==> config.mk <==
export PLATFORM = sky130hd
export DESIGN_NAME = merge8_serial_unload
export DESIGN_NICKNAME = d
export VERILOG_FILES = /design/src/rtl/merge8_serial_unload.sv
export SDC_FILE = /design/constraint.sdc
export NUM_CORES = 1
export LEC_CHECK = 0
export ABC_AREA = 1
export CAP_MARGIN = 20
export CORE_MARGIN = 2
export CORE_UTILIZATION = 40
export DETAILED_ROUTE_END_ITERATION = 16
export MAX_ROUTING_LAYER = met4
export PLACE_DENSITY = 0.67
export SYNTH_ARGS = -nofsm -noshare
export SYNTH_HDL_FRONTEND = slang
export SYNTH_SLANG_ARGS = --single-unit
==> constraint.sdc <==
create_clock -name i_clk -period 2.3 [get_ports i_clk]
set_input_delay 0.23 -clock i_clk [delete_from_list [all_inputs] [get_ports i_clk]]
set_output_delay 0.23 -clock i_clk [all_outputs]
set_load 0.01 [all_outputs]
==> src/rtl/merge8_serial_unload.sv <==
// Serial unloader for the merge network: captures the sorted vector on start and streams
// it out one element per valid/ready transfer, ascending or descending.
module merge8_serial_unload #(
  parameter int unsigned WIDTH = 3,
  parameter int unsigned N     = 4,
  localparam int unsigned Cnt  = 2 * N,
  localparam int unsigned IdxW = (Cnt > 1) ? $clog2(Cnt) : 1
) (
  input  logic                   i_clk,
  input  logic                   i_rst,
  input  logic                   i_start,
  input  logic                   i_desc,
  input  logic [Cnt*WIDTH-1:0]   i_inc,
  output logic [WIDTH-1:0]       o_out_data,
  output logic [IdxW-1:0]        o_out_idx,
  output logic                   o_out_valid,
  input  logic                   i_out_ready,
  output logic                   o_out_last,
  output logic                   o_busy,
  output logic                   o_done
);

  typedef enum logic [1:0] {StIdle, StSend, StDone} state_e;

  localparam logic [IdxW-1:0] LastIdx = IdxW'(Cnt - 1);
  localparam logic [IdxW-1:0] One     = IdxW'(1);

  state_e                      r_state, w_state_d;
  logic [Cnt-1:0][WIDTH-1:0]   r_shadow, w_shadow_d;
  logic [IdxW-1:0]             r_cnt, w_cnt_d;
  logic                        r_desc, w_desc_d;
  logic [IdxW-1:0]             w_term;
  logic                        w_at_term;

  // Terminal index depends on the direction latched at capture.
  assign w_term    = r_desc ? '0 : LastIdx;
  assign w_at_term = (r_cnt == w_term);

  always_ff @(posedge i_clk or negedge i_rst) begin
    if (!i_rst) begin
      r_state  <= StIdle;
      r_shadow <= '0;
      r_cnt    <= '0;
      r_desc   <= 1'b0;
    end else begin
      r_state  <= w_state_d;
      r_shadow <= w_shadow_d;
      r_cnt    <= w_cnt_d;
      r_desc   <= w_desc_d;
    end
  end

  always_comb begin
    w_state_d   = r_state;
    w_shadow_d  = r_shadow;
    w_cnt_d     = r_cnt;
    w_desc_d    = r_desc;
    o_out_valid = 1'b0;
    o_out_last  = 1'b0;
    o_busy      = 1'b0;
    o_done      = 1'b0;
    unique case (r_state)
      StIdle: begin
        if (i_start) begin
          w_shadow_d = i_inc;
          w_desc_d   = i_desc;
          w_cnt_d    = i_desc ? LastIdx : '0;
          w_state_d  = StSend;
        end
      end
      StSend: begin
        o_out_valid = 1'b1;
        o_busy      = 1'b1;
        o_out_last  = w_at_term;
        if (i_out_ready) begin
          if (w_at_term) begin
            w_state_d = StDone;
          end else begin
            w_cnt_d = r_desc ? (r_cnt - One) : (r_cnt + One);
          end
        end
      end
      StDone: begin
        o_done    = 1'b1;
        w_state_d = StIdle;
      end
      default: w_state_d = StIdle;
    endcase
  end

  // Data and index come straight from registers, so they hold during stalls and clear on reset.
  assign o_out_data = r_shadow[r_cnt];
  assign o_out_idx  = r_cnt;

endmodule

* Word level (Yosys, flattened, before mapping)
Cells that the tools add are included.
** Word-level totals
- Bits in registers :: 30
- Bits of input ports :: 29
- Output and inout bits :: 10
- Logic and storage cells :: 42
** Operators by class
- $add $sub $neg :: 2
- Magnitude comparators :: 1
- Equality and inequality tests :: 7
- Muxes and demuxes :: 16
- Reduce and logical (&&, ||, !) cells :: 5
** Operator list (number)
- $mux 3 :: 7
- $bmux 3 s3 :: 1
- $ne 2x2->1 const B :: 4
- $mux 2 :: 3
- $pmux 3 s2 :: 1
- $lt 3x4->1 const B :: 1
- $pmux 2 s2 :: 1
- $reduce_and 4->1 :: 1
- $add 3x1->3 const B :: 1
- $eq 3x3->1 :: 1
- $mux 1 :: 3
- $reduce_and 3->1 :: 1
- $sub 3x1->3 const B :: 1
- $eq 2x1->1 const B :: 1
- $eq 2x2->1 const B :: 1
- $logic_not 2->1 :: 1
- $reduce_and 2->1 :: 1
- $reduce_bool 2->1 :: 1

* Logic depth before layout (Yosys ltp)
- Word-level depth :: 5
- Gate-level depth with buffers :: 8
- Mapped depth without buffers :: 7

* Least setup slack after synthesis
Ideal clock, no wire load.
- Path type :: register -> register
- Start point :: reg r_cnt[0], in the netlist o_out_idx[0]
- End point :: reg r_cnt[1], in the netlist o_out_idx[1]
- Setup time :: 129 ps
- Data arrival time :: 1443 ps
- Data required time :: 2171 ps
- Path slack :: 728 ps
- Cell stages (with the launch flop) :: 7
- Path buffers :: 1
- Period minus slack after synthesis :: 1572 ps
- Path through :: dfrtp_1 -> inv_1 -> buf_2 -> fa_1 -> o21ai_0 -> nor2_1 -> a21oi_1
** Between the ends
- Longest elaborated chain between the ends :: 5
- Elaborated cells between the ends (all ways) :: 9
- Classes of those cells :: add/sub (2); eq/ne (2); mux (4); reduce/logical (1)
** Ends and longest elaborated chain
- from (decl) :: line 30 : logic [IdxW-1:0] r_cnt, w_cnt_d;
- from (signal assigned) :: line 48 : r_cnt <= w_cnt_d;
- $add 3x1->3 or $sub 3x1->3 (tied branches) :: line 79 : w_cnt_d = r_desc ? (r_cnt - One) : (r_cnt + One);
- $mux 3 :: line 79
- $mux 3 :: line 76 : if (w_at_term) begin
- $mux 3 :: line 75 : if (i_out_ready) begin
- $pmux 3 s2 :: line 62 : unique case (r_state)
Parallel ways exist; a longest one is shown, timed or not. The select of a mux whose other input is x is not followed.
A chain may end at the register's enable or synchronous reset.

* Final worst setup path
- Start point :: reg r_desc
- End point :: out o_out_last
** Between the ends
- Longest elaborated chain between the ends :: 3
** Ends and longest elaborated chain
- from (decl) :: line 31 : logic r_desc, w_desc_d;
- from (signal assigned) :: line 49 : r_desc <= w_desc_d;
- $mux 3 :: line 36 : assign w_term = r_desc ? '0 : LastIdx;
- $eq 3x3->1 :: line 37 : assign w_at_term = (r_cnt == w_term);
- $mux 1 :: line 62
- to (decl) :: line 18 : output logic o_out_last,
Every way passes these cells.

==> reports/results.env <==
CTS_ROOT_BUFFER='clkbuf_8'
MAX-CLOCK-PATH-BUFFERS=2
TIGHTEST_SLEW_NS=0.441
MAX_CAP_VIOLS=0
GLOBAL_ROUTE.USAGE.TOTAL=0.176
CRITPATHLAUNCHTYPE='register'
SKEW_NS=0.00506
FMAXACHIEVABLE_MHz=469
SETUP_WS_NS=0.167
CRIT_REQUIRED_NS=2.07
VIAS_PER_CELL=4.80
SLEW_VIOLATIONS=0
GLOBAL_ROUTE_WIRE_LENGTH_BEFORE_REPAIR_UM=5480
MULTI_INPUT_COMB_AREA_UM2=704
INITIAL_CORE_UTIL=0.417
SEQUENTIAL_SHARE_OF_THE_SYNTHESIZED_AREA=0.492
DP_HPWL_UM=2200
CP_DATA_ARRIVAL_TIME_NS=1.90
IOS=39
HOLD_PATH_CLASS='in2async'
NUMBER_OF_ANTENNA_CELLS_INSERTED=0
FIN_WORST_HOLD_SLACK_NS=0.331
IR_DROP_mV=0.603
CTS.REPORTEDPATHS.CLKPINSLEW_NS=0.07
NUMBER_OF_GLOBAL_ROUTE_VIAS_BEFORE_REPAIR=1204
DIE-AREA_UM2=4320
TOTALNEGATIVESETUPSLACK_NS=0
H-TREE-DEPTH=2
GRT_SETUP_UNREPAIRED='false'
DETAILROUTE.VIA_COUNT=1138
SYNTH-WARNING-COUNT=0
POWER_DENSITY_nW_PER_UM2=1430
CELLLEAKAGEPOWER_nW=0.957
HIGHEST_COUNT_CELLS_IN_THE_LAYOUT_IGNORING_FILL_AND_TAPS='clkdlybuf4s50_1 (38), dfrtp_1 (29), nand2_1 (23)'
GP_CONGESTION=0.849
GLOBALROUTE.TOTALOVERFLOW=0
FIN_CRIT_NS=2.13
CELL_COUNT_FINAL_FILLERS_OUT=237
CRIT_FANOUT=4
MOST_COMMON_CELL_AFTER_LAYOUT_FILL_AND_TAPS_ASIDE='clkdlybuf4s50_1'
NUMCTSBUFFERS=5
FIRST_PASS_ITERS=4
INSERTION_DELAY_NS=0.28
AVGROUTEDWIREPERCELL_UM=13.5
SYNTH_SEQ_CELLS=30
DIE_X_UM=65.8
FF_LATCH_AREA_UM2=752
PLACEDCELLCOUNT=227
SYNTH.NET_COUNT=175
INITIALDRTVIOLATIONCOUNT=59
GRT_START_MAX_NET_PINS=31
ANT_NETS=0
DRT_WL_TOTAL_UM=3190
POSTCTSHOLDBUFS=0
CLKSINKCOUNT=30
POST_ROUTE_CELLS_DRIVE_ABOVE_1_SHARE=0.217
FINAL.FILL_COUNT=342
DETAILEDPLACE.WORSTSLACK_NS=0.388
TIMING.SLEW.HEADROOM=0.706
ROUTE.DETAILED.DRC=0
AREA_DELTA_SYNTH_FINAL_PCT=34.5
TYPE_OF_THE_WORST_SETUP_PATH='reg2out'
PLACE.PORT_BUFFERS=38
P_TOTAL_W=0.00292
SYN-INSTANCE-COUNT=144
INITIAL_ANTENNA_VIOLATION_COUNT=0
HOLD_VIOL=0
OUTCOME='finished clean'
POST-ROUTE-PERIOD-UTIL=0.927
SYNTH.LIB_CELLS_USED.DISTINCT=19
SYNTH_CELL_AREA_UM2=1530
FP.DIEH_UM=65.8
CTS_TREE='yes'
SYN-MEAN-INSTANCE-AREA_UM2=10.6
TIMING.FINAL.SETUP_VIOLATIONS=0
NNETSFINAL=219
ROWS=22
FP.COREAREA_UM2=3660
WORSTSETUPENDPOINTTYPE='output port'
==> final cells by class <==
cell class,instances,share of cell area
timing repair buffer,42,0.200
multi-input combinational,101,0.343
inverter,8,0.0165
clock inverter,1,0.00244
sequential,30,0.366
clock buffer,7,0.0421
tap,48,0.0293
==> state kept, by name, summed over array words and instances (netlist names) <==
| register | flops |
|---|---|
| r_shadow | 24 |
| r_desc | 1 |
| r_state | 2 |
| o_out_idx | 3 |
==> final timing paths <==
check,start,end,slack (ns),cells after the start
setup / recovery,r_desc$_DFFE_PN0P_,o_out_last,0.17,6
hold / removal,i_rst,r_shadow[3]$_DFFE_PN0P_,0.33,2
setup reg to reg,o_out_idx[0]$_DFFE_PN0P_,o_out_idx[1]$_DFFE_PN0P_,0.68,5
hold reg to reg,r_shadow[6]$_DFFE_PN0P_,r_shadow[6]$_DFFE_PN0P_,0.51,1
max in group asynchronous,i_rst,o_out_idx[1]$_DFFE_PN0P_,1.68,2
min in group i_clk,r_shadow[6]$_DFFE_PN0P_,r_shadow[6]$_DFFE_PN0P_,0.51,1
==> critical path, cell delays in order, from the launching register on <==
cell	delay (ns)
dfrtp_1	0.43
ha_1	0.29
nand2_1	0.05
nor2_1	0.10
nand2_1	0.11
nor2_1	0.10
clkdlybuf4s50_1	0.53
==> cell families after synthesis <==
group | Yosys count | share of synthesized area
AOI/OAI and AO/OA | 27 | 0.0935
adders and majority gates | 2 | 0.0213
buffers and inverters | 13 | 0.0459
and+or+nand+nor | 48 | 0.128
DFF | 30 | 0.492
muxes | 24 | 0.219
==> what timing repair did <==
| action | in CTS | in global routing |
|---|---|---|
| endpoints found under the setup margin | 0 | 4 |
| gates resized for setup | 0 | 2 |
| buffers inserted | 0 | 2 |
==> metrics by stage <==
step / instance area [um2] / util
2_1_floorplan: 1530 / -
3_3_place_gp: 1940 / 0.530
3_5_place_dp: 1940 / 0.530
4_1_cts: 2030 / 0.555
5_1_grt: 2050 / 0.560
6_report: 2050 / 0.560
==> power by group <==
group | internal [W] | total (W) | switching [W] | leakage [nW]
logic | 0.000811 | 0.00149 | 0.000676 | 0.558
clock network | 0.000241 | 0.000435 | 0.000194 | 0.0482
registers | 0.000800 | 0.00100 | 0.000203 | 0.351
==> synthesized netlist by cell type <==
master   instances  area share
mux2_2           7       0.052
nand3_1          2      0.0066
buf_6            2       0.015
nand2_4          1      0.0074
nor2_1          20       0.049
inv_1            7       0.017
o22ai_1          6       0.025
o21ai_0         15       0.049
buf_4            1      0.0049
ha_1             1      0.0082
dfrtp_1         30        0.49
fa_1             1       0.013
nor2_2           1      0.0041
nand2_2          1      0.0041
nand2_1         23       0.057
a21oi_1          6       0.020
inv_2            1      0.0025
buf_2            2      0.0066
mux2_4          17        0.17
==> layer usage <==
layer | vias up | GRT usage | part of all wire
met5 | - | - | 0
met4 | 0 | 0.0859 | 0.014
met3 | 7 | 0.0411 | 0.039
met2 | 28 | 0.279 | 0.48
met1 | 535 | 0.210 | 0.47
li1 | 568 | - | -
No activity file was read; power rests on OpenSTA's default activity.
==> RTL change 1, RTL diff (config.mk and constraints unchanged) <==
Encoding of `state_e`: now one-hot (3 bits for 3 states).
--- a/src/rtl/merge8_serial_unload.sv
+++ b/src/rtl/merge8_serial_unload.sv
@@ -21,5 +21,5 @@
 );
 
-  typedef enum logic [1:0] {StIdle, StSend, StDone} state_e;
+  typedef enum logic [2:0] {StIdle = 3'b001, StSend = 3'b010, StDone = 3'b100} state_e;
 
   localparam logic [IdxW-1:0] LastIdx = IdxW'(Cnt - 1);
Function: same outputs for any inputs over 10 cycles, from zero or initial values and one cycle with i_rst low; not proved beyond that.
==> RTL change 1 against the unedited design <==
- core utilization is essentially flat
- routed wire length rose by 2.5%
- sequential cell count grew 1
- critical path type unchanged
- setup slack got worse by 20 ps
- global-route usage up 0.11 points
- synthesized area grew 3.2%
- design area up 1.5%
- total power fell by 4.1%
==> RTL change 1: results <==
INSERT INTO impl_metrics (metric_group, metric, value, unit) VALUES
('setup_path', 'worst_reg2reg_path_startpoint', 'r_state[0]', ''),
('detailed_routing', 'drt-pass1-iter-count', '5', ''),
('status', 'outcome', 'finished clean', ''),
('timing', 'timing.final.ws_setup', '147', 'ps'),
('timing', 'timing.slew.headroom', '0.742', ''),
('placed_design', 'place_worst_setup_slack', '423', 'ps'),
('final_layout', 'final.clkbuf_count', '5', ''),
('final_layout', 'layout.cells.non_filler', '296', ''),
('yosys', 'synth-seq-area-share', '0.494', ''),
('detailed_routing', 'drt_iter0_drc', '103', ''),
('grt', 'largest_net_degree_at_the_start_of_global_routing', '32', ''),
('final_layout', 'nNonClkBuffers', '40', ''),
('power_and_ir_drop', 'static_leak', '1.06', 'nW'),
('grt', 'wire_length_of_the_first_global_routing_pass', '5.68', 'mm'),
('final_layout', 'layout.sequential_cells', '31', ''),
('setup_path', 'reg2regPathDepth', '7', ''),
('final_layout', 'register_area', '778', 'sq um'),
('placed_design', 'detailed_place.area', '0.00197', 'sq mm'),
('yosys', 'synth.net_count', '239', ''),
('detailed_routing', 'routed_wire_length', '3.27', 'mm'),
('timing', 'fin_worst_skew', '3.99', 'ps'),
('grt', 'track_usage', '0.177', ''),
('final_layout', 'fillCellCount', '381', ''),
('final_layout', 'fin_nets', '278', ''),
('setup_path', 'critPathArrivalTime', '1920', 'ps'),
('setup_path', 'crit_fanout', '13', '');
-- RTL change 1: routing by layer --
layer / share of wire / track usage / up-vias
met2: 0.48 / 0.293 / 35
met5: 0 / - / -
met3: 0.042 / 0.0422 / 8
met1: 0.46 / 0.204 / 662
met4: 0.021 / 0.0791 / 0
li1: - / - / 721
-- RTL change 1: worst max-delay path: cells and delay by family, from the launching register on --
family / cells / cell delay, ps
buffers and inverters: 2 / 830
DFF: 1 / 380
AOI/OAI and AO/OA: 2 / 280
and+or+nand+nor: 2 / 150
-- RTL change 1: where the power goes --
part	total, mW	switching, mW	internal, mW	leakage (nW)
registers	0.990	0.180	0.810	0.382
clock network	0.533	0.211	0.322	0.0581
logic	1.28	0.736	0.546	0.623
total	2.80	1.13	1.68	1.06
-- RTL change 1: kinds of logic after synthesis --
| logic type | after synthesis | synth area share |
|---|---|---|
| AND/OR/NAND/NOR | 131 | 0.339 |
| flip-flops | 31 | 0.494 |
| buffers and inverters | 23 | 0.0755 |
| AO/OA/AOI/OAI | 21 | 0.0715 |
| adder cells (fa/ha/maj) | 2 | 0.0207 |
-- RTL change 1: stage by stage --
| stage | utilization | power [mW] | hold WS, ps |
|---|---|---|---|
| 3_5_place_dp | 0.530 | 2.30 | 458 |
| 4_1_cts | 0.560 | 2.84 | 351 |
| 5_1_grt | 0.561 | 3.08 | 388 |
| 3_3_place_gp | 0.530 | 2.27 | 455 |
| 6_report | 0.561 | 2.80 | 333 |
| 2_1_floorplan | - | 1.87 | -65.6 |
-- RTL change 1: repair_timing --
item                                    4_1_cts  5_1_grt
endpoints found under the setup margin        0        3
hold buffers                                  0        0
resized for setup                             0        1
==> RTL change 2, RTL diff (config.mk and constraints unchanged) <==
Made on the original files. Change the parameter `N` from 4 to 8.
--- a/src/rtl/merge8_serial_unload.sv
+++ b/src/rtl/merge8_serial_unload.sv
@@ -3,5 +3,5 @@
 module merge8_serial_unload #(
   parameter int unsigned WIDTH = 3,
-  parameter int unsigned N     = 4,
+  parameter int unsigned N     = 8,
   localparam int unsigned Cnt  = 2 * N,
   localparam int unsigned IdxW = (Cnt > 1) ? $clog2(Cnt) : 1
Ports: changed (resized i_inc and o_out_idx); port bits go from 39 to 64. The function was not compared with the original's and may differ.
==> RTL change 2 against the unedited design <==
- design area grew 87%
- non-clock buffer count grew 39
- routed wire length grew 110%
- critical endpoint unchanged
- sequential cell count grew 25
- synthesized area grew 89%
- total power grew 78%
- setup slack gained 67 ps
- maximum frequency grew 3.3%
==> RTL change 2: results <==
INSERT INTO impl_metrics (metric_group, metric, value, unit) VALUES
('final_layout', 'area_growth_syn_to_layout', '33.2', '%'),
('yosys', 'synthAdderAreaFrac', '0.0156', ''),
('clock_network', 'post_cts.repair.setup_buffers', '5', ''),
('yosys', 'yosys-top-cells-area', 'dfrtp_1, mux2_4, nor2_1', ''),
('detailed_routing', 'drt_iter0_drc', '120', ''),
('yosys', 'synth_cell_type_count', '26', ''),
('final_layout', 'final.clkbuf_count', '6', ''),
('final_layout', 'nNonClkBuffers', '81', ''),
('setup_path', 'reg2regPathDepth', '7', ''),
('setup_path', 'crit_fanout', '3', ''),
('grt', 'grt_use_met1', '0.253', ''),
('grt', 'wire_length_of_the_first_global_routing_pass', '10.8', 'mm'),
('power_and_ir_drop', 'power_share_of_the_sequential_group', '0.338', ''),
('placed_design', 'place.gp.congestion', '0.823', ''),
('final_layout', 'num-nonclk-inverters', '26', ''),
('yosys', 'synth-compound-area-share', '0.109', ''),
('power_and_ir_drop', 'total_power', '5.22', 'mW'),
('detailed_routing', 'detailroute.wirelength.met2', '3.05', 'mm'),
('yosys', 'synth_top_cells_by_count', 'dfrtp_1, nor2_1, mux2_4', ''),
('placed_design', 'place_worst_setup_slack', '288', 'ps'),
('yosys', 'synth.net_count', '337', ''),
('status', 'outcome', 'finished clean', ''),
('placed_design', 'hpwlAfterDp', '4.69', 'mm'),
('placed_design', 'detailed_place.area', '0.00359', 'sq mm'),
('final_layout', 'buffer_area_frac', '0.214', '');
RTL change 2: changes by cell type after synthesis, moves of 10 or more:
cell | before | now
inv_1 | 7 | 22
nand3_1 | 2 | 21
a21oi_1 | 6 | 24
mux2_4 | 17 | 30
dfrtp_1 | 30 | 55
nor2_1 | 20 | 39
o21ai_1 | 0 | 10
RTL change 2: final timing paths:
path                               from            to  slack, ps
setup / recovery           o_out_idx[1]    o_out_last        230
hold / removal                    i_rst        r_desc        380
setup reg to reg           o_out_idx[0]  o_out_idx[2]        510
hold reg to reg            r_shadow[37]  r_shadow[37]        510
max in group asynchronous         i_rst  r_shadow[46]       1190
min in group i_clk            i_inc[27]  r_shadow[27]        480
RTL change 2: worst max-delay path, cell delays in order, from the launching register on:
cell,delay (ps)
dfrtp_2,440
buf_4,140
ha_1,310
nand2_1,70
inv_1,70
nand2_2,70
nor2_4,130
nand2_2,80
inv_2,60
dlymetal6s2s_1,150
